**src/rtl/nbr_pattern_gen.sv**
```systemverilog
`default_nettype none
// ============================================================================
// Module      : nbr_pattern_gen
// Description : Two-stage pipelined test-pattern source producing the 2x2
//               neighbourhood {b11,b12,b21,b22} around a rotated source
//               coordinate. Each neighbour is rendered as a solid colour,
//               a checkerboard, a coordinate code or a frame-scrolling ramp,
//               or forced to zero with its out-of-bounds flag set.
// Revision    : 1.0 - initial release
// ----------------------------------------------------------------------------
// Ports
//   i_clk              clock, rising edge
//   i_reset_n          asynchronous active-low reset
//   i_hsyn             pixel-request strobe, one request per high cycle
//   i_fsyn             start-of-frame pulse (latches iv_mode, bumps frame count)
//   iv_p1x, iv_p2y     signed rotated source coordinates (COORD_W)
//   iv_width, iv_depth unsigned image size (COORD_W)
//   iv_mode            pattern select: 0 solid, 1 checker, 2 coord, 3 ramp
//   iv_color           base colour (PIX_W), sampled in stage 2
//   o_hsyn, o_fsyn     request / frame strobes delayed 2 cycles
//   ov_b11..ov_b22     neighbour pixels (PIX_W)
//   ov_oob             out-of-bounds flags {b22,b21,b12,b11}
// ============================================================================
module nbr_pattern_gen #(
  parameter int PIX_W    = 16,
  parameter int COORD_W  = 12,
  parameter int CHK_LOG2 = 3
) (
  input  logic               i_clk,
  input  logic               i_reset_n,
  input  logic               i_hsyn,
  input  logic               i_fsyn,
  input  logic [COORD_W-1:0] iv_p1x,
  input  logic [COORD_W-1:0] iv_p2y,
  input  logic [COORD_W-1:0] iv_width,
  input  logic [COORD_W-1:0] iv_depth,
  input  logic [1:0]         iv_mode,
  input  logic [PIX_W-1:0]   iv_color,
  output logic               o_hsyn,
  output logic               o_fsyn,
  output logic [PIX_W-1:0]   ov_b11,
  output logic [PIX_W-1:0]   ov_b12,
  output logic [PIX_W-1:0]   ov_b21,
  output logic [PIX_W-1:0]   ov_b22,
  output logic [3:0]         ov_oob
);

  // Two guard bits: one for the signed/unsigned mix, one for the +/-1 step.
  localparam int XW = COORD_W + 2;
  localparam logic signed [XW-1:0] ONE_S = XW'(1);

  // --------------------------------------------------------------------------
  // Neighbour coordinate arithmetic (combinational, feeds stage 1)
  // --------------------------------------------------------------------------
  logic signed [XW-1:0] p1x_s, p2y_s, half_w, half_d, w_max, d_max;
  logic signed [XW-1:0] x1, x2, y1, y2;
  logic                 x1_in, x2_in, y1_in, y2_in;
  logic [3:0]           inb;

  assign p1x_s  = {{2{iv_p1x[COORD_W-1]}}, iv_p1x};
  assign p2y_s  = {{2{iv_p2y[COORD_W-1]}}, iv_p2y};
  assign half_w = {3'b000, iv_width[COORD_W-1:1]};
  assign half_d = {3'b000, iv_depth[COORD_W-1:1]};
  // A zero-sized image gives a max of -1, so nothing is ever in bounds.
  assign w_max  = $signed({2'b00, iv_width}) - ONE_S;
  assign d_max  = $signed({2'b00, iv_depth}) - ONE_S;

  assign x1 = p1x_s + half_w;
  assign x2 = x1 + ONE_S;
  assign y2 = half_d - p2y_s;
  assign y1 = y2 - ONE_S;

  assign x1_in = !x1[XW-1] && (x1 <= w_max);
  assign x2_in = !x2[XW-1] && (x2 <= w_max);
  assign y1_in = !y1[XW-1] && (y1 <= d_max);
  assign y2_in = !y2[XW-1] && (y2 <= d_max);

  // Bit order matches ov_oob: {b22,b21,b12,b11}
  assign inb = {x2_in & y2_in, x1_in & y2_in, x2_in & y1_in, x1_in & y1_in};

  // --------------------------------------------------------------------------
  // Stage 1: capture request. Only the low byte of each coordinate is needed
  // downstream (mode codes, ramp and checker bit all live in bits [7:0]).
  // --------------------------------------------------------------------------
  logic       valid1;
  logic [7:0] x1_r, x2_r, y1_r, y2_r;
  logic [3:0] inb_r;
  logic       hsyn_d1, fsyn_d1;
  logic [1:0] mode_r;
  logic [7:0] frame_cnt;

  always_ff @(posedge i_clk or negedge i_reset_n) begin
    if (!i_reset_n) begin
      valid1    <= 1'b0;
      x1_r      <= '0;
      x2_r      <= '0;
      y1_r      <= '0;
      y2_r      <= '0;
      inb_r     <= '0;
      hsyn_d1   <= 1'b0;
      fsyn_d1   <= 1'b0;
      o_hsyn    <= 1'b0;
      o_fsyn    <= 1'b0;
      mode_r    <= 2'd0;
      frame_cnt <= 8'd0;
    end else begin
      valid1  <= i_hsyn;
      hsyn_d1 <= i_hsyn;
      fsyn_d1 <= i_fsyn;
      o_hsyn  <= hsyn_d1;
      o_fsyn  <= fsyn_d1;
      if (i_hsyn) begin
        x1_r  <= x1[7:0];
        x2_r  <= x2[7:0];
        y1_r  <= y1[7:0];
        y2_r  <= y2[7:0];
        inb_r <= inb;
      end
      // Mode and frame count update on the same edge that captures a
      // coincident request, so that request renders with the new frame state.
      if (i_fsyn) begin
        mode_r    <= iv_mode;
        frame_cnt <= frame_cnt + 8'd1;
      end
    end
  end

  // --------------------------------------------------------------------------
  // Pattern rendering per neighbour (index = ov_oob bit position)
  // --------------------------------------------------------------------------
  logic [PIX_W-1:0] pix_w [4];

  for (genvar k = 0; k < 4; k++) begin : g_nbr
    localparam bit USE_X2 = (k % 2) == 1;
    localparam bit USE_Y2 = (k / 2) == 1;
    logic [7:0]       xs, ys;
    logic [PIX_W-1:0] pix;

    assign xs = USE_X2 ? x2_r : x1_r;
    assign ys = USE_Y2 ? y2_r : y1_r;

    always_comb begin
      pix = '0;
      case (mode_r)
        2'd0: pix = iv_color;
        2'd1: pix = (xs[CHK_LOG2] ^ ys[CHK_LOG2]) ? ~iv_color : iv_color;
        2'd2: pix[15:0] = {xs, ys};
        default: pix[7:0] = xs + frame_cnt;
      endcase
    end

    assign pix_w[k] = pix;
  end

  // --------------------------------------------------------------------------
  // Stage 2: register pixels and flags
  // --------------------------------------------------------------------------
  logic [PIX_W-1:0] pix_r [4];

  always_ff @(posedge i_clk or negedge i_reset_n) begin
    if (!i_reset_n) begin
      for (int k = 0; k < 4; k++) pix_r[k] <= '0;
      ov_oob <= 4'b1111;
    end else if (valid1) begin
      for (int k = 0; k < 4; k++) pix_r[k] <= inb_r[k] ? pix_w[k] : '0;
      ov_oob <= ~inb_r;
    end
  end

  assign ov_b11 = pix_r[0];
  assign ov_b12 = pix_r[1];
  assign ov_b21 = pix_r[2];
  assign ov_b22 = pix_r[3];

endmodule
`default_nettype wire

```
**config.mk**
```make
export PLATFORM = sky130hd
export DESIGN_NAME = nbr_pattern_gen
export DESIGN_NICKNAME = d
export VERILOG_FILES = /design/src/rtl/nbr_pattern_gen.sv
export SDC_FILE = /design/constraint.sdc
export NUM_CORES = 1
export LEC_CHECK = 0
export BUFFER_PORTS_ARGS = -buffer_cell sky130_fd_sc_hd__buf_2
export CAP_MARGIN = 20
export CORE_MARGIN = 4
export CORE_UTILIZATION = 45
export CTS_CLUSTER_DIAMETER = 150
export DETAILED_ROUTE_END_ITERATION = 10
export GPL_TIMING_DRIVEN = 0
export PLACE_DENSITY = 0.7
export SLEW_MARGIN = 5
export SYNTH_ARGS = -nofsm -noshare
export SYNTH_HDL_FRONTEND = slang
export SYNTH_SLANG_ARGS = --single-unit
```
**constraint.sdc**
```tcl
create_clock -name i_clk -period 3.8 [get_ports i_clk]
set_clock_uncertainty 0.2 [all_clocks]
set_input_delay 0.19 -clock i_clk [delete_from_list [all_inputs] [get_ports i_clk]]
set_output_delay 0.19 -clock i_clk [all_outputs]
set_load 0.01 [all_outputs]
```
==> impl_metrics.toml, run 1 <==
[min_path]
hold_path_class = "in2reg"
worst_hold_path.endpoint = "g_nbr[0].ys[0]$_DFFE_PN0P_"
whs_path_depth = 3
hold_start = "iv_p2y[0]"

[setup_path]
crit_path_max_fanout = 4
worstPathBufferInverterCount = 2
start_kind = "input pin"
critPathTopFamily = "compound AO/OA/AOI/OAI gates"
cp-end-kind = "register"
arrival_ns = 3.81
r2r_slack_ns = 1.03
reg2reg_depth = 9
r2r-start = "frame_cnt[1]$_DFFE_PN0P_"
crit_chain = "buf_2, inv_2, ha_4, fa_2, nand2b_4, a21oi_1, o21ai_0, nor3b_2, nor2_1, ha_1, a21o_1, a21o_1, a21oi_1, nor2_1, a2111oi_0, o31a_1, o31ai_1, o22ai_1"
crit_slowest_cell = "a2111oi_0"
r2r-end = "ov_b12[7]$_DFFE_PN0P_"
required_ns = 3.94
slowest_delay_ns = 0.50
critical_path_class = "in2reg"

[clock_network]
cts_tree = "built"
cts.sinks = 118
cts.path.max_buffers = 2
htreeDepth = 4
cts_inserted_buffers = 17
clkTransAtPathRegs_ns = 0.06
clockRootBuffer = "clkbuf_16"
clk_latency_ns = 0.42

[finish]
ff_latch_area_mm2 = 0.002958
drive_gt1_frac = 0.2180
multiInputGateArea_mm2 = 0.006568
final_nets = 1525
layout_commonest_cell = "buf_2"
num-fill-cells = 1927
area_delta_synth_final_pct = 24.78
final_cell_mix = "120 x buf_2, 114 x dfrtp_1, 108 x inv_1, 105 x nor2_1, 101 x a21oi_1"

[drt]
drt-initial-drc-count = 465
drtAntennaViolNets = 0
drcViolationCount = 0
firstDrtPassIters = 5
route.vias.total = 9150
wl_per_cell_um = 16.83
viasPerCell = 5.569
wl_mm = 27.66

[placement]
dp_hpwl_mm = 21.68
numPortBuffers = 123
post-place-ws_ns = -0.6696
gp_congestion = 0.9304

[sta]
maxSlewViolCount = 0
post-route-worst-setup-slack_ns = 0.1276
fmax_ghz = 0.2723
fin_crit_ns = 3.672
rsz0062_at_grt = "yes"
period_share = 0.9664
hold_slack_ns = 0.04626
worstMarginPinSlew_ns = 0.7315
hold_violations = 0
slew_headroom = 0.5107
setup_viol = 0

[die]
die_x_um = 154.7
initial_utilization = 0.4592
coreArea_mm2 = 0.02109
die_area_mm2 = 0.02393
num_io_pins = 140
die_height_um = 154.7
row_count = 53

[power_and_ir_drop]
p_leak_nw = 5.400
ir_worst_vdd_mv = 0.3559
p_per_area_mw_per_mm2 = 521.7

[logic_synthesis]
syn_inst = 1180
async_flop_share = 1.000
yosysSeqAreaShare = 0.3055
ys.flop_type = "dfrtp_1"
syn_avg_cell_area_um2 = 8.206
synth.net_count = 1351
yosysWarnings = 0
synth_edf_count = 0
netlist_area_mm2 = 0.009683
ys_seq_elements = 118
ys_types = 63

[global_route]
grt_max_degree = 61
grtUsageTotal = 0.2294
first_global_vias = 8768
grt_pass1_wl_mm = 45.04
antenna_found_initial = 1
grt.overflow.total = 0

[run_status]
status = "finished clean"

[job]
cap_viol_max_count = 0
## stage by stage
step                total power [mW]  cells  instance area (um^2)    util  setup TNS (ns)
detailed placement             4.343   1579                 10700  0.5072          -2.134
global route                   6.733   1643                 12080  0.5730        -0.08653
floorplan                      3.560   1180                  9702       -               0
CTS                            6.151   1627                 11590  0.5494               0
finish                         6.303   1643                 12080  0.5730               0
global placement               4.272   1578                 10660  0.5056          -2.125
## repair_timing
| item | 4_1_cts | 5_1_grt |
|---|---|---|
| endpoints found under the hold margin | 70 | 1 |
| gates cloned | 0 | 0 |
| hold buffers | 5 | 1 |
| pin swaps | 7 | 47 |
| buffers inserted | 11 | 15 |
| gates resized for setup | 20 | 73 |
| setup endpoints to repair | 3 | 4 |
## layer usage
metal | track usage | wire length [um] | vias to the layer above
li1 | - | - | 4494
met1 | 0.3228 | 12640 | 4280
met2 | 0.3631 | 12560 | 339
met3 | 0.03665 | 1905 | 37
met4 | 0.07233 | 556 | 0
met5 | 0 | 0 | -
## cells by family (layout without fill, tap and decap cells)
kind of cell               Yosys count  count (layout)  share of synthesized area
DFF                                118             118                     0.3055
buffers and inverters              173             360                    0.06719
xor gates and xnor gates            95              95                    0.08903
and+or+nand+nor                    305             305                     0.1459
AOI/OAI and AO/OA                  351             351                     0.2158
other                                0               1                          0
muxes                               37              37                    0.04303
adders and majority gates          101             101                     0.1336
## registers in the layout (all words and copies together), names as in the netlist
| signal | count |
|---|---|
| hsyn_d1 | 1 |
| o_hsyn | 1 |
| frame_cnt | 8 |
| ov_b21 | 16 |
| o_fsyn | 1 |
| g_nbr.ys | 16 |
| mode_r | 2 |
| inb_r | 4 |
| fsyn_d1 | 1 |
| ov_oob | 4 |
| ov_b22 | 16 |
| ov_b12 | 16 |
| g_nbr.xs | 16 |
| ov_b11 | 16 |
## worst reg2reg max path: stages, from the launching register on
cell and delay, ns:
dfrtp_1 0.49, ha_1 0.35, a21o_1 0.15, a21oi_1 0.26, nor2b_1 0.09, o21a_1 0.19, o41ai_1 0.38, xnor2_1 0.14
nor2_1 0.25, o22ai_1 0.13
## cell type report
class                   instances  area share
inverters                     112     0.03479
repair buffers                156     0.07621
clock buffers                  18     0.03635
clock inverters                14     0.01636
well taps                     275     0.02848
flip-flops and latches        118      0.2448
plain buffers                  60     0.01926
multi-input cells             889      0.5435
diodes                          1   0.0002071
## power breakdown
group	switching, mW	internal [mW]
logic	1.68	1.21
registers	0.212	1.47
clock network	0.612	1.12
## synth_stat cells, types with 7 or more instances
cell      instances  share of area
nand2b_1         10         0.0065
nand2_1          85          0.033
o22ai_1          59          0.038
a211oi_1         13          0.010
a21oi_1         110          0.057
buf_1             9         0.0035
nor2b_1          10         0.0065
o21ai_0          96          0.050
mux2_2           37          0.043
nor2_1          107          0.041
nor3_1           26          0.013
inv_1           111          0.043
xnor2_1          64          0.058
nand4_1          14         0.0090
clkbuf_1         51          0.020
xor2_1           27          0.024
nand3_1          14         0.0072
dfrtp_1         114           0.29
o211ai_1          7         0.0054
nor4_1            9         0.0058
ha_1             97           0.13
a21o_1           19          0.015
## how the worst max path moves through the flow
| stage | from | endpoint | slack [ns] | depth (start not counted) |
|---|---|---|---|---|
| after floorplan | iv_depth[1] | inb_r[0]$_DFFE_PN0P_ | 0.01 | 17 |
| after global placement | iv_depth[1] | inb_r[1]$_DFFE_PN0P_ | -0.70 | 19 |
| after detailed placement | iv_depth[1] | inb_r[0]$_DFFE_PN0P_ | -0.67 | 19 |
| after CTS | iv_width[1] | inb_r[1]$_DFFE_PN0P_ | 0.01 | 18 |
| after global routing | iv_width[1] | inb_r[3]$_DFFE_PN0P_ | -0.05 | 19 |
| final | iv_depth[1] | inb_r[2]$_DFFE_PN0P_ | 0.13 | 18 |
(Power assumes the default switching activity.)
==> run 2, diff against run 1 <==
--- a/config.mk
+++ b/config.mk
@@ -5,9 +5,10 @@
 export SDC_FILE = /design/constraint.sdc
 export NUM_CORES = 1
 export LEC_CHECK = 0
+export ABC_AREA = 1
 export BUFFER_PORTS_ARGS = -buffer_cell sky130_fd_sc_hd__buf_2
 export CAP_MARGIN = 20
-export CORE_MARGIN = 4
+export CORE_MARGIN = 2
 export CORE_UTILIZATION = 45
 export CTS_CLUSTER_DIAMETER = 150
 export DETAILED_ROUTE_END_ITERATION = 10
==> run 2 against run 1 <==
Compared with the run above: register-to-register slack improved by 0.28 ns; count of clock-buffer cells in the layout increased by 3; global-route usage increased by 2.9 points; flip-flop and latch count unchanged; critical path type unchanged.
==> impl_metrics.toml, run 2 <==
[run_status]
status = "finished clean"

[placement]
dp_hpwl_mm = 24.78
post-place-ws_ns = -0.001748
numPortBuffers = 139
placed_area_mm2 = 0.01141
dp_cells = 1914
gp_congestion = 0.9516

[min_path]
worst_hold_path.endpoint = "ov_b21[1]$_DFFE_PN0P_"
whs_path_depth = 6
hold_start = "iv_color[1]"
hold_path_class = "in2reg"

[global_route]
grt_pass1_wl_mm = 49.64
first_global_vias = 9785
grt_max_degree = 73
grtUsageTotal = 0.2581
antenna_found_initial = 0
grt.overflow.total = 0

[logic_synthesis]
yosysMostFrequentCell = "nand2_1"
netlist_area_mm2 = 0.01032
async_flop_share = 1.000
syn_inst = 1489
synth_top_area_cell = "dfrtp_1"
ys.flop_type = "dfrtp_1"
synth_top_area_frac = 0.2763
synth_edf_count = 0
syn_avg_cell_area_um2 = 6.933
ys_seq_elements = 118
ys_types = 47
yosysSeqAreaShare = 0.2865
yosysWarnings = 0
netlist_top_cells_count = "478 x nand2_1, 195 x inv_1, 120 x nand3_1, 114 x dfrtp_1, 97 x ha_1"
synth.net_count = 1660
synth.area.top_cells = "dfrtp_1 28%, nand2_1 17%, ha_1 12%, inv_1 7.1%, nand3_1 5.8%"

[sta]
fin_crit_ns = 3.333
maxSlewViolCount = 0
period_share = 0.8772
slew_headroom = 0.5027
post-route-worst-setup-slack_ns = 0.4665
worstMarginPinSlew_ns = 0.7460
setup_viol = 0
fmax_ghz = 0.3000
fin_tns_setup_ns = 0
hold_violations = 0
rsz0062_at_grt = "no"

[die]
initial_utilization = 0.4574
die_area_mm2 = 0.02417
die_x_um = 155.5
num_io_pins = 140
row_count = 55
coreArea_mm2 = 0.02257
die_height_um = 155.5

[finish]
n_antenna_cell = 0
layout.cells.non_filler = 1952
final_area_mm2 = 0.01208
area_delta_synth_final_pct = 17.03
layout_commonest_cell = "nand2_1"
final_cell_mix = "478 x nand2_1, 195 x inv_1, 146 x buf_2, 120 x nand3_1, 114 x dfrtp_1"
drive_gt1_frac = 0.1494
final_nets = 1825

[clock_network]
cts_inserted_buffers = 17
htreeDepth = 4
clkTransAtPathRegs_ns = 0.05
clk_latency_ns = 0.42
cts.sinks = 118
cts_tree = "built"
clockRootBuffer = "clkbuf_16"
cts.path.max_buffers = 2

[drt]
drt-initial-drc-count = 760
firstDrtPassIters = 5
drtAntennaViolNets = 0
wl_mm = 30.70
drcViolationCount = 0
route.vias.total = 10410
wl_per_cell_um = 15.73
viasPerCell = 5.332

[setup_path]
r2r_slack_ns = 1.31
slowest_delay_ns = 0.42
r2r-end = "ov_b11[6]$_DFFE_PN0P_"
r2r-start = "frame_cnt[0]$_DFFE_PN0P_"
crit_slowest_cell = "fa_1"
crit_path_max_fanout = 4
reg2reg_depth = 11
start_kind = "input pin"
critical_path_class = "in2reg"
cp_common_cell = "nand2_1"
cp-end-kind = "register"
arrival_ns = 3.49
worstPathBufferInverterCount = 4
required_ns = 3.96
critPathTopFamily = "simple AND/OR/NAND/NOR gates"

[power_and_ir_drop]
p_leak_nw = 6.645
ir_worst_vdd_mv = 0.3104
p_per_area_mw_per_mm2 = 450.6

[job]
cap_viol_max_count = 0
## run 2: worst max-delay path by stage
stage,startpoint,to,slack [ns],depth (start not counted)
finish,iv_width[1],inb_r[3]$_DFFE_PN0P_,0.47,29
global route,iv_width[1],inb_r[3]$_DFFE_PN0P_,0.02,29
CTS,iv_width[1],inb_r[3]$_DFFE_PN0P_,0.43,29
detailed placement,iv_width[1],inb_r[3]$_DFFE_PN0P_,-0.002,29
global placement,iv_width[1],inb_r[3]$_DFFE_PN0P_,0.06,29
floorplan,iv_p1x[0],inb_r[1]$_DFFE_PN0P_,0.59,28
## run 2: tightest hold or removal path, cell delays in order
cell and delay (ns):
buf_2 0.14, nand2_1 0.06, nand3_1 0.06, nand2_1 0.05, nand2_1 0.04, o21ai_0 0.06
## run 2: timing repair
action | 4_1_cts | 5_1_grt
buffers inserted | 0 | 0
hold buffers | 6 | 0
endpoints found under the setup margin | 0 | 1
hold endpoints to repair | 120 | 0
gates resized for setup | 0 | 1
## run 2: layout make-up
cell class / instances / area, um^2
Inverter: 201 / 754.5
Buffer: 43 / 178.9
Sequential cell: 118 / 2958
Multi-Input combinational cell: 1127 / 6435
Tap cell: 285 / 356.6
Clock buffer: 21 / 460.4
Timing Repair Buffer: 146 / 789.5
Fill cell: 2196 / 10490
Clock inverter: 11 / 148.9
## run 2: cell families after synthesis
logic type	synth area share
XOR/XNOR	0.04145
buffers and inverters	0.09041
multiplexers	0.001091
AND/OR/NAND/NOR	0.3266
adder cells (fa/ha/maj)	0.1253
flip-flops	0.2865
AO/OA/AOI/OAI	0.1286
## run 2: layer usage
layer / routed length (um) / vias to the layer above / track usage
li1: - / 5206 / -
met1: 13460 / 4775 / 0.3396
met2: 14240 / 355 / 0.4332
met3: 1782 / 72 / 0.02674
met4: 1223 / 0 / 0.1088
met5: 0 / - / 0
## run 2: power breakdown
part	leakage [nW]	total, mW	switching [mW]	internal (mW)
clock network	0.290	1.66	0.598	1.07
registers	1.54	1.60	0.178	1.43
logic	4.81	2.18	1.41	0.766
## run 2: per-stage QoR
step	total power, mW	hold slack (ns)	utilization
floorplan	3.092	-0.3056	-
global route	5.842	0.05542	0.5353
CTS	5.450	0.003889	0.5351
finish	5.444	0.02902	0.5353
detailed placement	3.763	-0.05267	0.5055
global placement	3.714	0.1123	0.5040
==> run 3, diff against run 2 <==
--- a/config.mk
+++ b/config.mk
@@ -8,11 +8,11 @@
 export ABC_AREA = 1
 export BUFFER_PORTS_ARGS = -buffer_cell sky130_fd_sc_hd__buf_2
 export CAP_MARGIN = 20
-export CORE_MARGIN = 2
+export CORE_ASPECT_RATIO = 0.7
+export CORE_MARGIN = 1
 export CORE_UTILIZATION = 45
 export CTS_CLUSTER_DIAMETER = 150
 export DETAILED_ROUTE_END_ITERATION = 10
-export GPL_TIMING_DRIVEN = 0
 export PLACE_DENSITY = 0.7
 export SLEW_MARGIN = 5
 export SYNTH_ARGS = -nofsm -noshare
==> run 3 against run 2 <==
Compared with the run above: critical path type unchanged; first-iteration DRC count grew 16%; combinational power up 2%; via count shrank 0.16%.
==> impl_metrics.toml, run 3 (synthesized netlist as in run 2, its figures left out) <==
[finish]
n_antenna_cell = 0
drive_gt1_frac = 0.1530
layout.cells.non_filler = 1946
final_nets = 1799
area_delta_synth_final_pct = 17.20
layout_commonest_cell = "nand2_1"
num-fill-cells = 2190
final_cell_mix = "478 x nand2_1, 195 x inv_1, 138 x buf_2, 120 x nand3_1, 114 x dfrtp_1"

[setup_path]
required_ns = 3.96
critPathTopFamily = "simple AND/OR/NAND/NOR gates"
crit_slowest_cell = "fa_1"
reg2reg_depth = 11
critical_path_class = "in2reg"
r2r-start = "frame_cnt[0]$_DFFE_PN0P_"
r2r_slack_ns = 1.23
crit_path_max_fanout = 4
worstPathBufferInverterCount = 4
cp_common_cell = "nand2_1"
slowest_delay_ns = 0.43
r2r-end = "ov_b21[6]$_DFFE_PN0P_"
cp-end-kind = "register"
arrival_ns = 3.47
start_kind = "input pin"

[drt]
wl_per_cell_um = 15.38
wl_mm = 29.93
drtAntennaViolNets = 0
route.vias.total = 10390
firstDrtPassIters = 6
viasPerCell = 5.340
drcViolationCount = 0
drt-initial-drc-count = 879

[sta]
fin_crit_ns = 3.307
fin_tns_setup_ns = 0
period_share = 0.8703
worstMarginPinSlew_ns = 1.042
rsz0062_at_grt = "no"
hold_violations = 0
setup_viol = 0
slew_headroom = 0.3052
hold_slack_ns = 0.01637
maxSlewViolCount = 0
fmax_ghz = 0.3024

[global_route]
grtUsageTotal = 0.2592
antenna_found_initial = 2
grt_max_degree = 65
grt_pass1_wl_mm = 48.05
first_global_vias = 9389
grt.overflow.total = 0

[job]
cap_viol_max_count = 0

[die]
die_area_mm2 = 0.02356
die_height_um = 128.7
initial_utilization = 0.4677
coreArea_mm2 = 0.02207
row_count = 45
num_io_pins = 140
die_x_um = 183.0

[clock_network]
htreeDepth = 4
cts.sinks = 118
post_cts_resized = 0
clk_latency_ns = 0.42
cts_tree = "built"
clockRootBuffer = "clkbuf_16"
cts_hold_buf = 12
cts.path.max_buffers = 2
cts_setup_buffers = 0
clkTransAtPathRegs_ns = 0.06
cts_inserted_buffers = 17

[min_path]
worst_hold_path.endpoint = "ov_b11[6]$_DFFE_PN0P_"
hold_start = "iv_color[6]"
hold_path_class = "in2reg"
whs_path_depth = 6

[placement]
numPortBuffers = 139
gp_congestion = 0.9700
dp_cells = 1902
dp_hpwl_mm = 23.10

[power_and_ir_drop]
ir_worst_vdd_mv = 0.3066
finalPower_mw = 5.580
p_leak_nw = 6.665
p_per_area_mw_per_mm2 = 461.2

[run_status]
status = "finished clean"
run 3: cell count changes in the layout (fill, tap and decap cells not counted), sizes merged:
cell / previous run / this run
clkbuf: 55 / 19
dlygate4sd3: 6 / 12
clkinv: 5 / 8
buf: 149 / 151
bufinv: 3 / 5
clkinvlp: 3 / 1
inv: 201 / 200
run 3: worst reg2reg max path, delay by kind of cell (launching register included):
| kind | cells | cell delay [ns] |
|---|---|---|
| simple gates | 5 | 0.45 |
| compound gates | 3 | 0.48 |
| fa+ha+maj | 2 | 0.65 |
| flops | 1 | 0.46 |
| xor+xnor | 1 | 0.24 |
run 3: power breakdown:
group | internal [mW] | switching (mW)
Sequential | 1.43 | 0.174
Clock | 1.18 | 0.583
Combinational | 0.778 | 1.44
Total | 3.38 | 2.20
run 3: cell type report:
class,instances,area [um^2],area share
clock buffer,19,442.9,0.03661
clock inverter,13,203.9,0.01686
inverter,201,754.5,0.06236
multi-input combinational,1127,6437,0.5321
sequential,118,2958,0.2445
tap,305,381.6,0.03154
timing repair buffer,163,920.9,0.07611
run 3: through the flow:
stage / utilization / instance area (um^2) / worst slack [ns]
2_1_floorplan: - / 10320 / 0.5891
3_5_place_dp: 0.5134 / 11330 / 0.08572
3_3_place_gp: 0.5134 / 11330 / 0.1883
6_report: 0.5482 / 12100 / 0.4930
4_1_cts: 0.5482 / 12100 / 0.5295
5_1_grt: 0.5482 / 12100 / 0.05467
run 3: worst max path at each step:
stage | from | to | slack [ns] | cells past startpoint
4_1_cts | iv_width[1] | inb_r[1]$_DFFE_PN0P_ | 0.53 | 29
2_1_floorplan | iv_p1x[0] | inb_r[1]$_DFFE_PN0P_ | 0.59 | 28
3_3_place_gp | iv_width[1] | inb_r[1]$_DFFE_PN0P_ | 0.19 | 29
3_5_place_dp | iv_width[1] | inb_r[1]$_DFFE_PN0P_ | 0.09 | 29
5_1_grt | iv_width[1] | inb_r[3]$_DFFE_PN0P_ | 0.05 | 29
6_report | iv_width[1] | inb_r[1]$_DFFE_PN0P_ | 0.49 | 29
run 3: layer usage:
| metal | wire length [um] | part of all wire | GRT usage |
|---|---|---|---|
| met5 | 13 | 0.00043 | 0 |
| met4 | 455 | 0.015 | 0.07157 |
| met3 | 2314 | 0.077 | 0.03878 |
| met2 | 12410 | 0.41 | 0.3820 |
| met1 | 14730 | 0.49 | 0.3910 |
